===== src/rtl/pmux_rr_scheduler.sv =====
// Round-robin scheduler driving a shared one-hot pmux select into a registered output slot.
// Optional owner lock across transfers is enabled with `define PMUX_RR_LOCK_EN.
module pmux_rr_scheduler #(
    parameter int unsigned N_REQ = 4,
    parameter int unsigned WIDTH = 2
) (
    input  logic                   clk,
    input  logic                   rst,
    input  logic [N_REQ-1:0]       req_valid,
    input  logic [N_REQ*WIDTH-1:0] req_data,
`ifdef PMUX_RR_LOCK_EN
    input  logic [N_REQ-1:0]       req_lock,
`endif
    output logic [N_REQ-1:0]       req_ready,
    output logic                   out_valid,
    output logic [WIDTH-1:0]       out_data,
    input  logic                   out_ready,
    output logic [N_REQ-1:0]       grant_onehot
);

    localparam int unsigned PW = (N_REQ > 1) ? $clog2(N_REQ) : 1;

    logic [PW-1:0]        r_ptr;
    logic                 r_valid;
    logic [WIDTH-1:0]     r_data;
    logic [N_REQ-1:0]     r_grant;

    logic                 w_slot_free;
    logic                 w_found;
    logic                 w_xfer;
    logic [PW-1:0]        w_winner;
    logic [N_REQ-1:0]     w_eligible;
    logic [N_REQ-1:0]     w_onehot;
    logic [WIDTH-1:0]     w_word;
    logic [2*N_REQ-1:0]   w_dbl;
    logic [N_REQ-1:0]     w_rot;
    int unsigned          w_off;
    int unsigned          w_sum;

`ifdef PMUX_RR_LOCK_EN
    typedef enum logic {
        LK_OPEN = 1'b0,
        LK_HELD = 1'b1
    } lock_state_t;

    lock_state_t          r_lock_st;
    lock_state_t          w_lock_nx;
    logic [PW-1:0]        r_owner;
    logic [PW-1:0]        w_owner_nx;
    logic [N_REQ-1:0]     w_owner_mask;

    always_comb begin
        w_owner_mask = '0;
        for (int unsigned j = 0; j < N_REQ; j++) begin
            w_owner_mask[j] = (j == 32'(r_owner));
        end
    end

    always_comb begin
        w_eligible = req_valid;
        if (r_lock_st == LK_HELD) begin
            w_eligible = req_valid & w_owner_mask;
        end
    end

    // While held only the owner can win, so any transfer's lock bit decides the next state.
    always_comb begin
        w_lock_nx  = r_lock_st;
        w_owner_nx = r_owner;
        if (w_xfer) begin
            if (req_lock[w_winner]) begin
                w_lock_nx  = LK_HELD;
                w_owner_nx = w_winner;
            end else begin
                w_lock_nx  = LK_OPEN;
            end
        end
    end

    always_ff @(posedge clk) begin
        if (rst) begin
            r_lock_st <= LK_OPEN;
            r_owner   <= '0;
        end else begin
            r_lock_st <= w_lock_nx;
            r_owner   <= w_owner_nx;
        end
    end
`else
    always_comb begin
        w_eligible = req_valid;
    end
`endif

    // Rotate eligibility so bit 0 is the requester just after the pointer.
    always_comb begin
        w_dbl   = {w_eligible, w_eligible} >> (32'(r_ptr) + 32'd1);
        w_rot   = w_dbl[N_REQ-1:0];
        w_found = 1'b0;
        w_off   = 0;
        for (int unsigned j = 0; j < N_REQ; j++) begin
            if (!w_found && w_rot[j]) begin
                w_found = 1'b1;
                w_off   = j;
            end
        end
        w_sum    = 32'(r_ptr) + 32'd1 + w_off;
        w_winner = PW'(w_sum % N_REQ);
    end

    always_comb begin
        w_onehot = '0;
        for (int unsigned j = 0; j < N_REQ; j++) begin
            w_onehot[j] = (j == 32'(w_winner));
        end
    end

    always_comb begin
        w_word = req_data[w_winner*WIDTH +: WIDTH];
    end

    assign w_slot_free = !r_valid || out_ready;
    assign w_xfer      = w_slot_free && w_found;
    assign req_ready   = w_xfer ? w_onehot : '0;

    always_ff @(posedge clk) begin
        if (rst) begin
            r_valid <= 1'b0;
            r_data  <= '0;
            r_grant <= '0;
            r_ptr   <= PW'(N_REQ - 1);
        end else if (w_slot_free) begin
            if (w_found) begin
                r_valid <= 1'b1;
                r_data  <= w_word;
                r_grant <= w_onehot;
                r_ptr   <= w_winner;
            end else begin
                r_valid <= 1'b0;
                r_grant <= '0;
            end
        end
    end

    assign out_valid    = r_valid;
    assign out_data     = r_data;
    assign grant_onehot = r_grant;

endmodule


===== config.mk =====
export PLATFORM = sky130hd
export DESIGN_NAME = pmux_rr_scheduler
export DESIGN_NICKNAME = d
export VERILOG_FILES = /design/src/rtl/pmux_rr_scheduler.sv
export SDC_FILE = /design/constraint.sdc
export NUM_CORES = 1
export LEC_CHECK = 0
export CAP_MARGIN = 15
export CORE_MARGIN = 4
export CORE_UTILIZATION = 42
export DETAILED_ROUTE_END_ITERATION = 10
export PLACE_DENSITY = 0.84
export SETUP_SLACK_MARGIN = 0.05
export SYNTH_ARGS = -nofsm -noshare
export SYNTH_HDL_FRONTEND = slang
export SYNTH_SLANG_ARGS = --single-unit
export TNS_END_PERCENT = 30

===== constraint.sdc =====
create_clock -name clk -period 7.2 [get_ports clk]
set_clock_uncertainty 0.05 [all_clocks]
set_input_delay 2.16 -clock clk [delete_from_list [all_inputs] [get_ports clk]]
set_output_delay 2.16 -clock clk [all_outputs]
set_load 0.01 [all_outputs]

# --- Word level (Yosys, flattened, before mapping) ---
# Cells that the tools add are included.
classes:
  shift: 2
  eq_ne: 3
  n_addsub: 2
  n_reduce_logical: 11
  muxes: 10
op_table:
  columns: ["cell", "n"]
  rows:
  - ["two-way mux 4 bit", 2]
  - ["indexed part select 8 x 4 -> 2 bit", 1]
  - [">> shifter 8 x 3 -> 4 bit", 1]
  - ["two-way mux 1 bit", 6]
  - ["equality test 2 bit (first input constant)", 2]
  - ["logical AND 1 bit", 4]
  - ["zero test 1 bit", 4]
  - ["two-way mux 2 bit", 2]
  - ["adder 2 x 1 -> 3 bit (second input constant)", 1]
  - ["adder 2 bit", 1]
  - ["equality test 1 x 2 -> 1 bit (first input constant)", 1]
  - ["zero test 2 bit", 1]
  - ["AND reduction 2 bit", 1]
  - ["logical OR 1 bit", 1]
word_totals:
  inputBits: 15
  out_inout_bits: 11
  ff_bits: 9
  wordCells: 32

# --- Depth between registers and ports, before layout ---
logic_depth:
  depth_word: 15
  depth_mapped: 12
  mapped_depth_nobuf: 11

# --- Least setup slack after synthesis ---
# OpenSTA, ideal clock, no wires.
synth_timing:
  kind: "input to output"
  from: "input req_valid[3]"
  to: "output req_ready[0]"
  arrival_ps: 3910
  slack_ps: 1080
  n_path_buf: 1
  t_required_ps: 4990
  cell_stages: 9
  path_cell_list: "buf_4 or4_1 nand3_1 ha_1 xnor2_1 xor2_1 a21oi_2 o21ai_0 inv_1"
synth_via:
  elab_chain_len: 14
  word_cells_on_any_way: 18
  cone_classes: "add/sub: 1; shift: 1; mux: 8; reduce/logical: 8"
synth_lines:
  columns: ["item", "line_no", "text"]
  rows:
  - ["start: declaration", "9", "input logic [N_REQ-1:0] req_valid,"]
  - [">> shifter 8 x 3 -> 4 bit (*)", "97", "w_dbl = {w_eligible, w_eligible} >> (32'(r_ptr) + 32'd1);"]
  - ["two-way mux 1 bit", "102", "if (!w_found && w_rot[j]) begin"]
  - ["zero test 1 bit", "102", null]
  - ["logical AND 1 bit", "102", null]
  - ["two-way mux 1 bit", "102", null]
  - ["zero test 1 bit", "102", null]
  - ["logical AND 1 bit", "102", null]
  - ["two-way mux 1 bit", "102", null]
  - ["zero test 1 bit", "102", null]
  - ["logical AND 1 bit", "102", null]
  - ["two-way mux 2 bit", "102", null]
  - ["adder 2 bit", "107", "w_sum = 32'(r_ptr) + 32'd1 + w_off;"]
  - ["zero test 2 bit", "114", "w_onehot[j] = (j == 32'(w_winner));"]
  - ["two-way mux 4 bit (*)", "124", "assign req_ready = w_xfer ? w_onehot : '0;"]
  - ["end: declaration", "14", "output logic [N_REQ-1:0] req_ready,"]
# Every way passes the cells marked *; elsewhere a longest branch is shown, timed or not.

# --- Worst setup path after layout ---
# Same ends and word-level chain as after synthesis.

==> out/metrics.cfg <==
[drt]
wl_per_cell_um = 13.19
num_vias = 813
routed_wl_um = 1886
drcViolationCount = 0
drt_iter0_markers = 37
ant_nets = 0
vias_per_cell = 5.685
firstDrtPassIters = 4

[die]
pin_count = 26
die_area_mm2 = 0.002432
die_y_um = 49.32
core_area_mm2 = 0.001559
start_util_pct = 45.99
rows = 14
fp.dieW_um = 49.32

[layout]
insertedDiodeCount = 0
area_delta_synth_final_pct = 43.80
fin_cells = 143
final_net_count = 144
seq_area_um2 = 180.2
multi_input_area_um2 = 485.5
drive_gt1_share_pct = 11.81
fillerInstances = 150

[power_and_ir_drop]
finalPower_w = 0.0004036
irDropWorstVdd_v = 0.0002016
p_leak_nw = 0.4575
p_per_area_mw_per_mm2 = 391.5

[synthesis]
ys_types = 33
synth_ff_type = dfxtp_1
syn_area_um2 = 716.9
ys_ff_latch = 9
synth.most_common_cell = nor3_1
synthArstFlopShare_pct = 0
synth.area.top_cells = dfxtp_1, mux2i_1, nor3_1, nand2_1, a21oi_1
synth_edf_count = 0
yosysSeqAreaShare_pct = 25.13
netlist.top_cell.by_area = dfxtp_1
syn-num-nets = 117
yosys-top-cells-count = nor3_1, nand2_1, dfxtp_1
synth_cells = 101
syn_avg_cell_area_um2 = 7.098
ys_warn_count = 0
synth_top_area_share_pct = 25.13

[global_routing]
grt_overflow = 0
grt_start_max_net_pins = 16
antenna_found_initial = 0
grt_pass1_wl_um = 3111
grt_usage_pct = 15.58
grt_pass1_vias = 730

[setup_path]
r2r_start = r_ptr[0]
cp_max_fo = 5
crit_path_frequent_cell = clkdlybuf4s50_1
start_kind = input pin
cp_cell_sequence = clkdlybuf4s50_1 -> or4_1 -> nand3_1 -> ha_1 -> xnor2_2 -> xor2_1 -> buf_4 -> a21oi_2 -> o21ai_1 -> inv_1 -> clkdlybuf4s50_1
worst_ep_arrival_time_ps = 4740
reg2regPathDepth = 13
worst-r2r-setup-slack_ps = 4740
critPathSlowestCell = or4_1
endpoint = req_ready[0]
max_stage_delay_ps = 530
worstReg2RegEnd = out_data[0]
worstSetupPathType = in2out
startpoint = req_valid[3]
required_ps = 4990
setup.worst_path.end_class = primary output

[clocking]
worstSkewPairLatency_ps = 260
htreeDepth = 1
cts_tree = built
clk_path_buf_depth = 2
root_buffer = clkbuf_4
numCtsBuffers = 3
path_clk_slew_ps = 60
clock-sinks = 9

[place]
io_buffers = 25
hpwl_um = 1484
gp_congestion = 0.7638
placed_cells = 138

[run]
max_cap_violations = 0

[timing]
hold_ws_ps = 409.3
hold_viol = 0
relSlewSlack_pct = 60.76
setup_viol = 0
drv_slew = 0
fin_setup_tns_ps = 0
rsz0062_at_grt = false
fmax_mhz = 143.9
worstMarginPinSlew_ps = 586.8
fin_crit_sh_pct = 96.49
period_minus_slack_ps = 6947

[hold_path]
min_path_type = reg2reg
hold_start = grant_onehot[0]

[outcome]
run_status = finished clean

layout make-up:
cell class	count	share of cell area, %
inverter	7	2.549
multi-input combinational	77	47.09
clock buffer	4	2.549
sequential	9	17.48
timing repair buffer	30	28.40
tap	16	1.942
worst min-delay path by stage:
stage	cells after the start	slack, ps	to
final	2	410	grant_onehot[0]
after global routing	2	440	grant_onehot[3]
after CTS	2	410	grant_onehot[2]
after detailed placement	2	400	grant_onehot[2]
after global placement	2	390	grant_onehot[3]
after floorplan	2	430	grant_onehot[0]
cells in the final DEF, fill, tap and decap left out:
| cell | synthesis | layout |
|---|---|---|
| nor3_2 | 0 | 1 |
| o22ai_1 | 1 | 1 |
| nor2_2 | 2 | 2 |
| xor2_1 | 1 | 1 |
| o211ai_1 | 1 | 1 |
| clkbuf_1 | 4 | 1 |
| dlymetal6s2s_1 | 0 | 2 |
| xnor2_2 | 0 | 1 |
| nor4_1 | 1 | 1 |
| or4_1 | 1 | 1 |
| nand2b_1 | 1 | 1 |
| o32a_1 | 1 | 1 |
| a32oi_1 | 1 | 1 |
| a31oi_1 | 2 | 2 |
| nand2_1 | 10 | 10 |
| xnor2_1 | 2 | 1 |
| a211o_1 | 1 | 1 |
| dfxtp_1 | 9 | 9 |
| or2_2 | 2 | 2 |
| a32o_1 | 1 | 1 |
| clkbuf_4 | 0 | 3 |
| or3_1 | 1 | 1 |
| inv_1 | 7 | 7 |
| o32ai_1 | 1 | 1 |
| a21oi_2 | 1 | 1 |
| nand3b_1 | 1 | 1 |
| nand3_1 | 6 | 6 |
| nor2_1 | 6 | 6 |
| mux2i_1 | 8 | 8 |
| a21oi_1 | 6 | 6 |
| ha_1 | 1 | 1 |
| o21ai_0 | 4 | 2 |
| clkdlybuf4s50_1 | 0 | 23 |
| nor3_1 | 11 | 10 |
| buf_4 | 1 | 5 |
| o21ai_1 | 0 | 2 |
| nor2b_1 | 2 | 2 |
| and2_1 | 1 | 1 |
kinds of logic (layout without fill, tap and decap cells):
family	after synthesis	in the layout	synth area share (%)
adder cells (fa/ha/maj)	1	1	1.745
buffers and inverters	15	41	8.900
flip-flops	9	9	25.13
multiplexers	8	8	11.17
AND/OR/NAND/NOR	45	45	31.07
XOR/XNOR	3	3	3.666
AO/OA/AOI/OAI	20	20	18.33
registers in the layout, indices dropped and copies added (netlist names):
register      count
grant_onehot      4
r_ptr             2
out_valid         1
out_data          2
power by group:
part / internal [W] / total (W) / switching [W]
sequential: 0.0000670 / 0.0000850 / 0.0000180
combinational: 0.000144 / 0.000280 / 0.000136
clock: 0.0000214 / 0.0000389 / 0.0000176
total: 0.000232 / 0.000404 / 0.000171
routing by layer:
metal,vias to the layer above,global-route usage [%],share of wire [%]
met3,0,5.810,8.2
met1,369,18.90,42
met4,0,0.4739,0
li1,409,-,-
met2,35,27.23,50
met5,-,0,0
through the flow:
step | utilization [%] | worst slack [ps] | instance area [um2]
after floorplan | - | 1080 | 716.9
after CTS | 65.01 | 91.55 | 1013
after global placement | 62.84 | 170.9 | 979.7
after detailed placement | 62.84 | 76.90 | 979.7
final | 66.13 | 253.0 | 1031
after global routing | 66.13 | 79.99 | 1031
repair_timing:
action,in CTS,in global routing
resized for setup,0,6
setup endpoints to repair,1,4
hold buffers,0,0
setup buffers,1,0
critical path, delay by kind of cell:
kind / cells / cell delay (ps)
AO/OA/AOI/OAI: 2 / 270
XOR/XNOR: 2 / 250
adder cells (fa/ha/maj): 1 / 190
buffers and inverters: 4 / 1250
AND/OR/NAND/NOR: 2 / 620
No activity file was read; power rests on OpenSTA's default activity.
